File: src/rtl/vend_pkg.sv
// Shared types and constants for the vending credit controller.
// Holds the FSM state encoding, coin unit values and a coin-value helper.
package vend_pkg;

  typedef enum logic [1:0] {
    ST_IDLE    = 2'd0,
    ST_COLLECT = 2'd1,
    ST_VEND    = 2'd2,
    ST_CHANGE  = 2'd3
  } vend_state_e;

  // Coin values in 50-cent units
  localparam int unsigned COIN_FIFTY  = 1;
  localparam int unsigned COIN_DOLLAR = 2;
  localparam int unsigned COIN_W      = 2;

  // Value of the coins presented this cycle; both strobes together give 3
  function automatic logic [COIN_W-1:0] coin_value(input logic fifty, input logic dollar);
    coin_value = (fifty  ? COIN_W'(COIN_FIFTY)  : '0) +
                 (dollar ? COIN_W'(COIN_DOLLAR) : '0);
  endfunction

endpackage

File: src/rtl/vend_cycle_counter.sv
// Loadable down-counter with zero flag; times the dispense pulse and,
// when enabled, the collect inactivity timeout.
// Ports: clk, rst_n (async active-low), load/load_val (load has priority),
//        dec (count down, saturating at zero), zero_c (count is zero).
module vend_cycle_counter #(
  parameter int unsigned W = 4
) (
  input  logic         clk,
  input  logic         rst_n,
  input  logic         load,
  input  logic [W-1:0] load_val,
  input  logic         dec,
  output logic         zero_c
);

  logic [W-1:0] count;

  // Count register
  always_ff @(posedge clk or negedge rst_n) begin
    if (!rst_n) begin
      count <= '0;
    end else if (load) begin
      count <= load_val;
    end else if (dec && (count != '0)) begin
      count <= count - W'(1);
    end
  end

  assign zero_c = (count == '0);

endmodule

File: src/rtl/vending_credit_fsm.sv
// Vending machine credit controller: accepts 50c/1$ coins, vends when credit
// reaches PRICE, refunds remaining credit one unit per cycle.
// Ports: clk, rst (async active-low, deassertion synchronised internally),
//        fifty/dollar/cancel strobes in; insert, dispense, ret, coin_reject,
//        credit, busy out (all registered).
// Build option: define VEND_TIMEOUT_EN to refund credit after TIMEOUT_CYCLES
// cycles without a coin in COLLECT.
module vending_credit_fsm
  import vend_pkg::*;
#(
  parameter int unsigned PRICE          = 3,
  parameter int unsigned CREDIT_W       = 4,
  parameter int unsigned MAX_CREDIT     = 15,
  parameter int unsigned DISP_CYCLES    = 4,
  parameter int unsigned TIMEOUT_CYCLES = 1000
) (
  input  logic                clk,
  input  logic                rst,
  input  logic                fifty,
  input  logic                dollar,
  input  logic                cancel,
  output logic                insert,
  output logic                dispense,
  output logic                ret,
  output logic                coin_reject,
  output logic [CREDIT_W-1:0] credit,
  output logic                busy
);

`ifdef VEND_TIMEOUT_EN
  localparam bit TIMEOUT_EN = 1'b1;
`else
  localparam bit TIMEOUT_EN = 1'b0;
`endif

  // Counter only grows to cover the timeout when that feature is built
  localparam int unsigned CNT_MAX = (TIMEOUT_EN && (TIMEOUT_CYCLES > DISP_CYCLES)) ?
                                    TIMEOUT_CYCLES : DISP_CYCLES;
  localparam int unsigned CNT_W   = $clog2(CNT_MAX + 1);
  localparam int unsigned SUM_W   = CREDIT_W + 2;

  logic                rst_meta, rst_sync;
  vend_state_e         state_q, state_d;
  logic [CREDIT_W-1:0] credit_d;
  logic                reject_d, insert_d, dispense_d, ret_d, busy_d;
  logic                cnt_load, cnt_dec, cnt_zero;
  logic [CNT_W-1:0]    cnt_load_val;
  logic                coin, fits;
  logic [COIN_W-1:0]   value;
  logic [SUM_W-1:0]    sum, credit_add;

  // Reset synchroniser: asserts immediately, releases two edges later
  always_ff @(posedge clk or negedge rst) begin
    if (!rst) begin
      rst_meta <= 1'b0;
      rst_sync <= 1'b0;
    end else begin
      rst_meta <= 1'b1;
      rst_sync <= rst_meta;
    end
  end

  // Coin arithmetic, widened so the overflow test itself cannot wrap
  assign coin       = fifty | dollar;
  assign value      = coin_value(fifty, dollar);
  assign sum        = SUM_W'(credit) + SUM_W'(value);
  assign fits       = (sum <= SUM_W'(MAX_CREDIT));
  assign credit_add = (coin && fits) ? sum : SUM_W'(credit);

  vend_cycle_counter #(.W(CNT_W)) u_cnt (
    .clk      (clk),
    .rst_n    (rst_sync),
    .load     (cnt_load),
    .load_val (cnt_load_val),
    .dec      (cnt_dec),
    .zero_c   (cnt_zero)
  );

  // State, credit and output registers
  always_ff @(posedge clk or negedge rst_sync) begin
    if (!rst_sync) begin
      state_q     <= ST_IDLE;
      credit      <= '0;
      insert      <= 1'b1;
      dispense    <= 1'b0;
      ret         <= 1'b0;
      coin_reject <= 1'b0;
      busy        <= 1'b0;
    end else begin
      state_q     <= state_d;
      credit      <= credit_d;
      insert      <= insert_d;
      dispense    <= dispense_d;
      ret         <= ret_d;
      coin_reject <= reject_d;
      busy        <= busy_d;
    end
  end

  // Next-state, credit and counter control
  always_comb begin
    state_d      = state_q;
    credit_d     = credit;
    reject_d     = 1'b0;
    cnt_load     = 1'b0;
    cnt_dec      = 1'b0;
    cnt_load_val = CNT_W'(DISP_CYCLES - 1);

    case (state_q)
      ST_IDLE: begin
        if (coin) begin
          if (!fits) begin
            reject_d = 1'b1;
          end else if (sum >= SUM_W'(PRICE)) begin
            state_d  = ST_VEND;
            credit_d = CREDIT_W'(sum - SUM_W'(PRICE));
            cnt_load = 1'b1;
          end else begin
            state_d  = ST_COLLECT;
            credit_d = CREDIT_W'(sum);
`ifdef VEND_TIMEOUT_EN
            cnt_load     = 1'b1;
            cnt_load_val = CNT_W'(TIMEOUT_CYCLES - 1);
`endif
          end
        end
      end

      ST_COLLECT: begin
        if (cancel) begin
          // Cancel wins over a same-cycle coin
          state_d  = ST_CHANGE;
          reject_d = coin;
        end else if (credit >= CREDIT_W'(PRICE)) begin
          state_d  = ST_VEND;
          credit_d = CREDIT_W'(credit_add - SUM_W'(PRICE));
          reject_d = coin && !fits;
          cnt_load = 1'b1;
        end else if (coin && fits) begin
          credit_d = CREDIT_W'(sum);
`ifdef VEND_TIMEOUT_EN
          cnt_load     = 1'b1;
          cnt_load_val = CNT_W'(TIMEOUT_CYCLES - 1);
`endif
        end else begin
          reject_d = coin;
`ifdef VEND_TIMEOUT_EN
          if (cnt_zero) begin
            state_d = ST_CHANGE;
          end else begin
            cnt_dec = 1'b1;
          end
`endif
        end
      end

      ST_VEND: begin
        reject_d = coin;
        if (cnt_zero) begin
          state_d = (credit != '0) ? ST_CHANGE : ST_IDLE;
        end else begin
          cnt_dec = 1'b1;
        end
      end

      ST_CHANGE: begin
        // Entered only with credit > 0; one unit refunded per cycle
        reject_d = coin;
        credit_d = credit - CREDIT_W'(1);
        if (credit == CREDIT_W'(1)) begin
          state_d = ST_IDLE;
        end
      end

      default: state_d = ST_IDLE;
    endcase

    insert_d   = (state_d == ST_IDLE) || (state_d == ST_COLLECT);
    dispense_d = (state_d == ST_VEND);
    ret_d      = (state_d == ST_CHANGE);
    busy_d     = (state_d == ST_VEND) || (state_d == ST_CHANGE);
  end

  // Refund must never decrement an empty credit register
  a_no_underflow: assert property (@(posedge clk) disable iff (!rst_sync)
    (state_q == ST_CHANGE) |-> (credit != '0));

endmodule
File: config.mk
export PLATFORM = sky130hd
export DESIGN_NAME = vending_credit_fsm
export DESIGN_NICKNAME = d
export VERILOG_FILES = /design/src/rtl/vend_pkg.sv /design/src/rtl/vend_cycle_counter.sv /design/src/rtl/vending_credit_fsm.sv
export SDC_FILE = /design/constraint.sdc
export NUM_CORES = 1
export LEC_CHECK = 0
export BUFFER_PORTS_ARGS = -buffer_cell sky130_fd_sc_hd__buf_2
export CAP_MARGIN = 20
export CORE_ASPECT_RATIO = 1.5
export CORE_MARGIN = 10
export CORE_UTILIZATION = 62
export CTS_CLUSTER_SIZE = 28
export DETAILED_ROUTE_END_ITERATION = 10
export HOLD_SLACK_MARGIN = 0.15
export PLACE_DENSITY = 0.8
export SETUP_SLACK_MARGIN = 0.05
export SKIP_CTS_REPAIR_TIMING = 1
export SYNTH_ARGS = -nofsm -noshare
export SYNTH_HDL_FRONTEND = slang
export SYNTH_SLANG_ARGS = --single-unit
File: constraint.sdc
create_clock -name clk -period 1.3 [get_ports clk]
set_input_delay 0.39 -clock clk [delete_from_list [all_inputs] [get_ports clk]]
set_output_delay 0.39 -clock clk [all_outputs]
set_load 0.03 [all_outputs]
==> impl_results.html, run 1 <==
<table>
<tr><th>Metric</th><th>Value</th></tr>
<tr><th colspan="2">Synthesis</th></tr>
<tr><td>Count of distinct cell types in the synthesized netlist</td><td>52</td></tr>
<tr><td>Sequential element share of the synthesized area</td><td>0.273</td></tr>
<tr><td>Synth warnings</td><td>0</td></tr>
<tr><td>Primary flip-flop cell chosen by synthesis mapping</td><td>dfrtp_1</td></tr>
<tr><td>Synth top area share</td><td>0.255</td></tr>
<tr><td>Top post-synthesis cells by area</td><td>dfrtp_1 26%, ha_1 12%, nor2_1 4.1%</td></tr>
<tr><td>Net count of the mapped netlist</td><td>192</td></tr>
<tr><td>Count of state elements after synthesis</td><td>16</td></tr>
<tr><td>Count of flip-flops with a built-in enable after synthesis</td><td>0</td></tr>
<tr><td>Average cell area after synthesis</td><td>between 8 and 9 um2</td></tr>
<tr><td>Number of instances in the synthesized netlist</td><td>around 170</td></tr>
<tr><td>Cell type with the highest aggregate area in the netlist</td><td>dfrtp_1</td></tr>
<tr><td>Ys async rst share</td><td>1.00</td></tr>
<tr><td>Cell area after synthesis</td><td>between 1000 and 1500 um2</td></tr>
<tr><th colspan="2">Clocking</th></tr>
<tr><td>Maximum clock insertion buffer count</td><td>2</td></tr>
<tr><td>Number of buffers created by CTS</td><td>3</td></tr>
<tr><td>Number of H-tree levels</td><td>1</td></tr>
<tr><td>Clock root buffer</td><td>clkbuf_4</td></tr>
<tr><td>Clock sink total</td><td>16</td></tr>
<tr><th colspan="2">STA</th></tr>
<tr><td>Worst setup endpoint GRT</td><td>credit[2]$_DFFE_PN0P_/D</td></tr>
<tr><td>Worst endpoint type</td><td>register data pin</td></tr>
<tr><th colspan="2">Global routing</th></tr>
<tr><td>Maximum number of pins on one net before global-route repair</td><td>15</td></tr>
<tr><th colspan="2">Die</th></tr>
<tr><td>Die X-Extent</td><td>59.8 um</td></tr>
<tr><td>Std-Cell Rows</td><td>21</td></tr>
<tr><td>Top-Level Pins</td><td>14</td></tr>
<tr><td>Height of the die</td><td>79.6 um</td></tr>
<tr><td>Initial Utilization</td><td>0.651</td></tr>
<tr><th colspan="2">Placement</th></tr>
<tr><td>Placed wire-length estimate after detailed placement</td><td>4110 um</td></tr>
<tr><td>Number of cells after detailed placement</td><td>between 200 and 300</td></tr>
<tr><td>Count of buffers from port buffering</td><td>13</td></tr>
<tr><td>RePlAce Congestion</td><td>around 0.95</td></tr>
<tr><th colspan="2">Status</th></tr>
<tr><td>Stop Error</td><td>[ERROR DPL-0038] Utilization greater than 100%, impossible to legalize</td></tr>
<tr><td>Run status</td><td>aborted with a tool error</td></tr>
<tr><td>Halt point of the flow</td><td>5_1_grt</td></tr>
</table>
[cell usage after synthesis, drive strengths merged (2+ instances only)]
cell	number
a21o	4
a21oi	9
a221oi	4
a22o	2
a22oi	2
a31oi	4
and3b	2
buf	2
clkbuf	6
dfrtp	15
ha	14
inv	13
mux2	3
nand2	14
nand2b	3
nand3	6
nand3b	2
nand4	5
nor2	16
nor2b	4
nor3	5
o211ai	4
o21ai	6
o22ai	2
or2b	2
xnor2	3
[cells by family after synthesis]
kind of cell,synth area share
other,0.00255
xor gates and xnor gates,0.0238
muxes,0.0323
adders and majority gates,0.133
AOI/OAI and AO/OA,0.239
buffers and inverters,0.0596
DFF,0.273
and+or+nand+nor,0.237
[through the flow]
step	setup TNS (ns)	cell area, um2	setup WS, ns
2_1_floorplan	-21.36	1530	-2.00
3_3_place_gp	-21.29	2030	-1.83
3_5_place_dp	-22.99	2030	-1.96
4_1_cts	-23.63	2070	-1.90
==> run 2, diff against run 1 <==
- CORE_ASPECT_RATIO: 1.5 -> not set
- CORE_UTILIZATION: 62 -> 40
- CTS_CLUSTER_SIZE: 28 -> not set
- HOLD_SLACK_MARGIN: 0.15 -> not set
- PLACE_DENSITY: 0.8 -> not set
- PLACE_DENSITY_LB_ADDON: not set -> 0.15
- SETUP_SLACK_MARGIN: 0.05 -> not set
==> run 2 against run 1 <==
The flow now finishes, with violations (setup timing). Area after synthesis unchanged. Synthesized cell count unchanged.
==> impl_results.html, run 2 <==
<table>
<tr><th>Metric</th><th>Value</th></tr>
<tr><th colspan="2">Status</th></tr>
<tr><td>Run status</td><td>finished, violations left (was aborted with a tool error)</td></tr>
<tr><td>Failing checks</td><td>setup timing</td></tr>
<tr><th colspan="2">Synthesis</th></tr>
<tr><td>Number of instances in the synthesized netlist</td><td>172 (unchanged)</td></tr>
<tr><td>Ys async rst share</td><td>1.00 (unchanged)</td></tr>
<tr><td>Synth warnings</td><td>0 (unchanged)</td></tr>
<tr><td>Cell with the most instances after synthesis</td><td>nor2_1 (unchanged)</td></tr>
<tr><td>Cell type with the highest aggregate area in the netlist</td><td>dfrtp_1 (unchanged)</td></tr>
<tr><td>Count of flip-flops with a built-in enable after synthesis</td><td>0 (unchanged)</td></tr>
<tr><td>Count of state elements after synthesis</td><td>16 (unchanged)</td></tr>
<tr><td>Primary flip-flop cell chosen by synthesis mapping</td><td>dfrtp_1 (unchanged)</td></tr>
<tr><td>Top post-synthesis cells by area</td><td>dfrtp_1 26%, ha_1 12%, nor2_1 4.1% (unchanged)</td></tr>
<tr><td>Cell area after synthesis</td><td>1470 um2 (unchanged)</td></tr>
<tr><td>Net count of the mapped netlist</td><td>192 (unchanged)</td></tr>
<tr><td>Sequential element share of the synthesized area</td><td>0.273 (unchanged)</td></tr>
<tr><td>Average cell area after synthesis</td><td>8.55 um2 (unchanged)</td></tr>
<tr><td>Commonest cells in the synthesized netlist</td><td>16 x nor2_1, 15 x dfrtp_1, 14 x ha_1, 14 x nand2_1, 13 x inv_1 (unchanged)</td></tr>
<tr><td>Synth top area share</td><td>0.255 (unchanged)</td></tr>
<tr><td>Count of distinct cell types in the synthesized netlist</td><td>52 (unchanged)</td></tr>
<tr><th colspan="2">Final layout</th></tr>
<tr><td>Register ranked first by flip-flop count</td><td>credit</td></tr>
<tr><td>Highest-count cells in the layout ignoring fill and taps</td><td>56 x buf_4, 16 x nor2_1, 14 x nand2_1, 14 x buf_6</td></tr>
<tr><td>Count of placed standard cells in the final layout, fillers left out</td><td>295</td></tr>
<tr><td>Number of antenna cells inserted</td><td>0</td></tr>
<tr><td>Max reg flops</td><td>4</td></tr>
<tr><td>Share of layout cells above drive strength 1</td><td>0.454</td></tr>
<tr><td>Most common library cell in the layout ignoring fill and taps</td><td>buf_4</td></tr>
<tr><td>Number of nets in the layout</td><td>between 200 and 300</td></tr>
<tr><td>Largest regs</td><td>credit: 4 flops, u_cnt.count: 3 flops, state_q: 2 flops</td></tr>
<tr><td>Area grow syn2layout</td><td>59.5%</td></tr>
<tr><th colspan="2">STA</th></tr>
<tr><td>Worst Skew</td><td>0.00261 ns</td></tr>
<tr><td>Final setup fails</td><td>18</td></tr>
<tr><td>Post-Route Setup TNS</td><td>-21.25 ns</td></tr>
<tr><td>Unrepaired setup endpoints after global routing</td><td>yes</td></tr>
<tr><td>Worst slack on hold paths</td><td>about 0.18 ns</td></tr>
<tr><td>Endpoints failing hold</td><td>0</td></tr>
<tr><td>Post-layout minimum cycle time</td><td>~3.0 ns</td></tr>
<tr><td>Min setup slack post-route</td><td>-1.73 ns</td></tr>
<tr><td>Max-slew violation total from the final report</td><td>0</td></tr>
<tr><td>Highest clock frequency the design can meet</td><td>0.330 GHz</td></tr>
<tr><td>Final critical-path share of the clock period</td><td>2.33</td></tr>
<tr><th colspan="2">Die</th></tr>
<tr><td>Top-Level Pins</td><td>14 (unchanged)</td></tr>
<tr><td>Initial Utilization</td><td>0.427 (was 0.651)</td></tr>
<tr><td>Die X-Extent</td><td>80.6 um (was 59.8 um)</td></tr>
<tr><td>Height of the die</td><td>80.6 um (was 79.6 um)</td></tr>
<tr><td>Overall die area</td><td>around 6500 um2</td></tr>
<tr><td>Std-Cell Rows</td><td>21 (unchanged)</td></tr>
<tr><td>Area of the core region</td><td>roughly 3400 um2</td></tr>
<tr><th colspan="2">Min path</th></tr>
<tr><td>Hold Path Class</td><td>register to async pin</td></tr>
<tr><th colspan="2">Placement</th></tr>
<tr><td>Count of buffers from port buffering</td><td>13 (unchanged)</td></tr>
<tr><td>RePlAce Congestion</td><td>0.861 (was 0.953)</td></tr>
<tr><td>Number of cells after detailed placement</td><td>276 (was 260)</td></tr>
<tr><td>Setup slack after placement</td><td>-1.94 ns (was -1.96 ns)</td></tr>
<tr><td>Placed wire-length estimate after detailed placement</td><td>3380 um (was 4110 um)</td></tr>
<tr><th colspan="2">Clocking</th></tr>
<tr><td>Clock insertion delay at the later pin of the skew report</td><td>approximately 0.25 ns</td></tr>
<tr><td>Number of H-tree levels</td><td>1 (unchanged)</td></tr>
<tr><td>Clk pin slew, worst setup/hold paths</td><td>roughly 0.070 ns</td></tr>
<tr><td>Number of buffers created by CTS</td><td>3 (unchanged)</td></tr>
<tr><td>Clock sink total</td><td>16 (unchanged)</td></tr>
<tr><td>Maximum clock insertion buffer count</td><td>2 (unchanged)</td></tr>
<tr><td>Clock root buffer</td><td>clkbuf_8 (was clkbuf_4)</td></tr>
<tr><td>CTS tree</td><td>yes</td></tr>
<tr><th colspan="2">Critical path</th></tr>
<tr><td>Max Fanout on Critical Path</td><td>4</td></tr>
<tr><td>Classification of the worst setup path</td><td>register to register</td></tr>
<tr><td>CP required</td><td>around 1.4 ns</td></tr>
<tr><td>Data arrival time of the critical path</td><td>about 3.2 ns</td></tr>
<tr><td>Nature of the critical path endpoint</td><td>register</td></tr>
<tr><td>Setup slack of the worst register-to-register path</td><td>-1.73 ns</td></tr>
<tr><td>Type of element launching the critical path</td><td>register</td></tr>
<tr><th colspan="2">Detailed routing</th></tr>
<tr><td>DRC marker count from the first detailed-route iteration</td><td>around 130</td></tr>
<tr><td>Detailed Route WL</td><td>about 4500 um</td></tr>
<tr><td>Number of detailed-routing iterations run before antenna repair</td><td>4</td></tr>
<tr><td>Vias</td><td>between 1500 and 2000</td></tr>
<tr><td>Post-DR vias/cell</td><td>roughly 5.3</td></tr>
<tr><td>Number of nets still failing antenna checks after routing</td><td>0</td></tr>
<tr><td>Average wire length per cell after detail routing</td><td>around 15 um</td></tr>
<tr><td>Post-route DRC violation count</td><td>0</td></tr>
<tr><th colspan="2">Power and ir drop</th></tr>
<tr><td>Power per cell area</td><td>3060 nW/um2</td></tr>
<tr><td>Max IR drop VDD</td><td>926 uV</td></tr>
<tr><td>Leakage Power</td><td>about 0.0011 uW</td></tr>
<tr><th colspan="2">Global routing</th></tr>
<tr><td>Global-route wire length before repair</td><td>approximately 7100 um</td></tr>
<tr><td>Antenna violations before repair</td><td>0</td></tr>
<tr><td>Global-route usage over all layers</td><td>0.135</td></tr>
<tr><td>Maximum number of pins on one net before global-route repair</td><td>15</td></tr>
<tr><td>Via count of the first global-routing pass</td><td>around 1500</td></tr>
<tr><td>Total gr overflow</td><td>0</td></tr>
<tr><th colspan="2">Flow run</th></tr>
<tr><td>Max-capacitance violation count</td><td>0</td></tr>
</table>
[run 2: worst max-delay path, stage by stage, from the launching register on]
cell and delay [ns]:
dfrtp_2 0.43, ha_4 0.17, fa_2 0.58, ha_4 0.14, and3b_2 0.24, o211ai_4 0.21, nand4b_4 0.15, mux2_4 0.34
ha_4 0.18, xnor2_4 0.13, a21bo_2 0.19, a22o_1 0.17
[run 2: worst paths after layout]
check | from | to | cells after the start
worst min-delay path | rst_sync | dispense | 1
worst max-delay path | credit[0] | credit[2] | 11
worst min register to register | rst_sync | dispense | 1
max in group asynchronous | rst | rst_sync | 2
worst max register to register | credit[0] | credit[2] | 11
min in group clk | rst_meta | rst_sync | 0
[run 2: cell families (layout without fill, tap and decap cells)]
kind of cell / Yosys count / in the layout / synth area share
flops: 16 / 16 / 0.273
simple gates: 65 / 65 / 0.237
other cells: 1 / 1 / 0.00255
buf+inv: 21 / 98 / 0.0596
compound gates: 46 / 46 / 0.239
mux: 4 / 4 / 0.0323
xor+xnor: 4 / 4 / 0.0238
fa+ha+maj: 15 / 15 / 0.133
[run 2: layout make-up]
cell class,count,area (um2)
tap,46,57.6
multi-input combinational,135,1110
inverter,13,48.8
sequential,16,405
fill,256,1100
clock buffer,4,55.1
timing repair buffer,81,663
[run 2: power breakdown]
part           internal (uW)  switching, uW
Sequential               742            151
Combinational           2980           2840
Clock                    269            183
[run 2: per-layer routing]
metal | wire [um] | share of wire | track usage | vias to the layer above
met4 | 51 | 0.011 | 0.0405 | 0
met3 | 260 | 0.058 | 0.0312 | 6
met2 | 2110 | 0.47 | 0.215 | 35
li1 | - | - | - | 780
met1 | 2060 | 0.46 | 0.176 | 752
met5 | 0 | 0 | 0 | -
[run 2: stage by stage]
stage                util  power (uW)  instance area [um2]
floorplan               -        3900                 1530
global placement    0.584        5510                 2010
detailed placement  0.584        5660                 2010
CTS                 0.600        6140                 2070
global route        0.681        7710                 2340
finish              0.681        7170                 2340
Power figures use the tool's default switching activity.
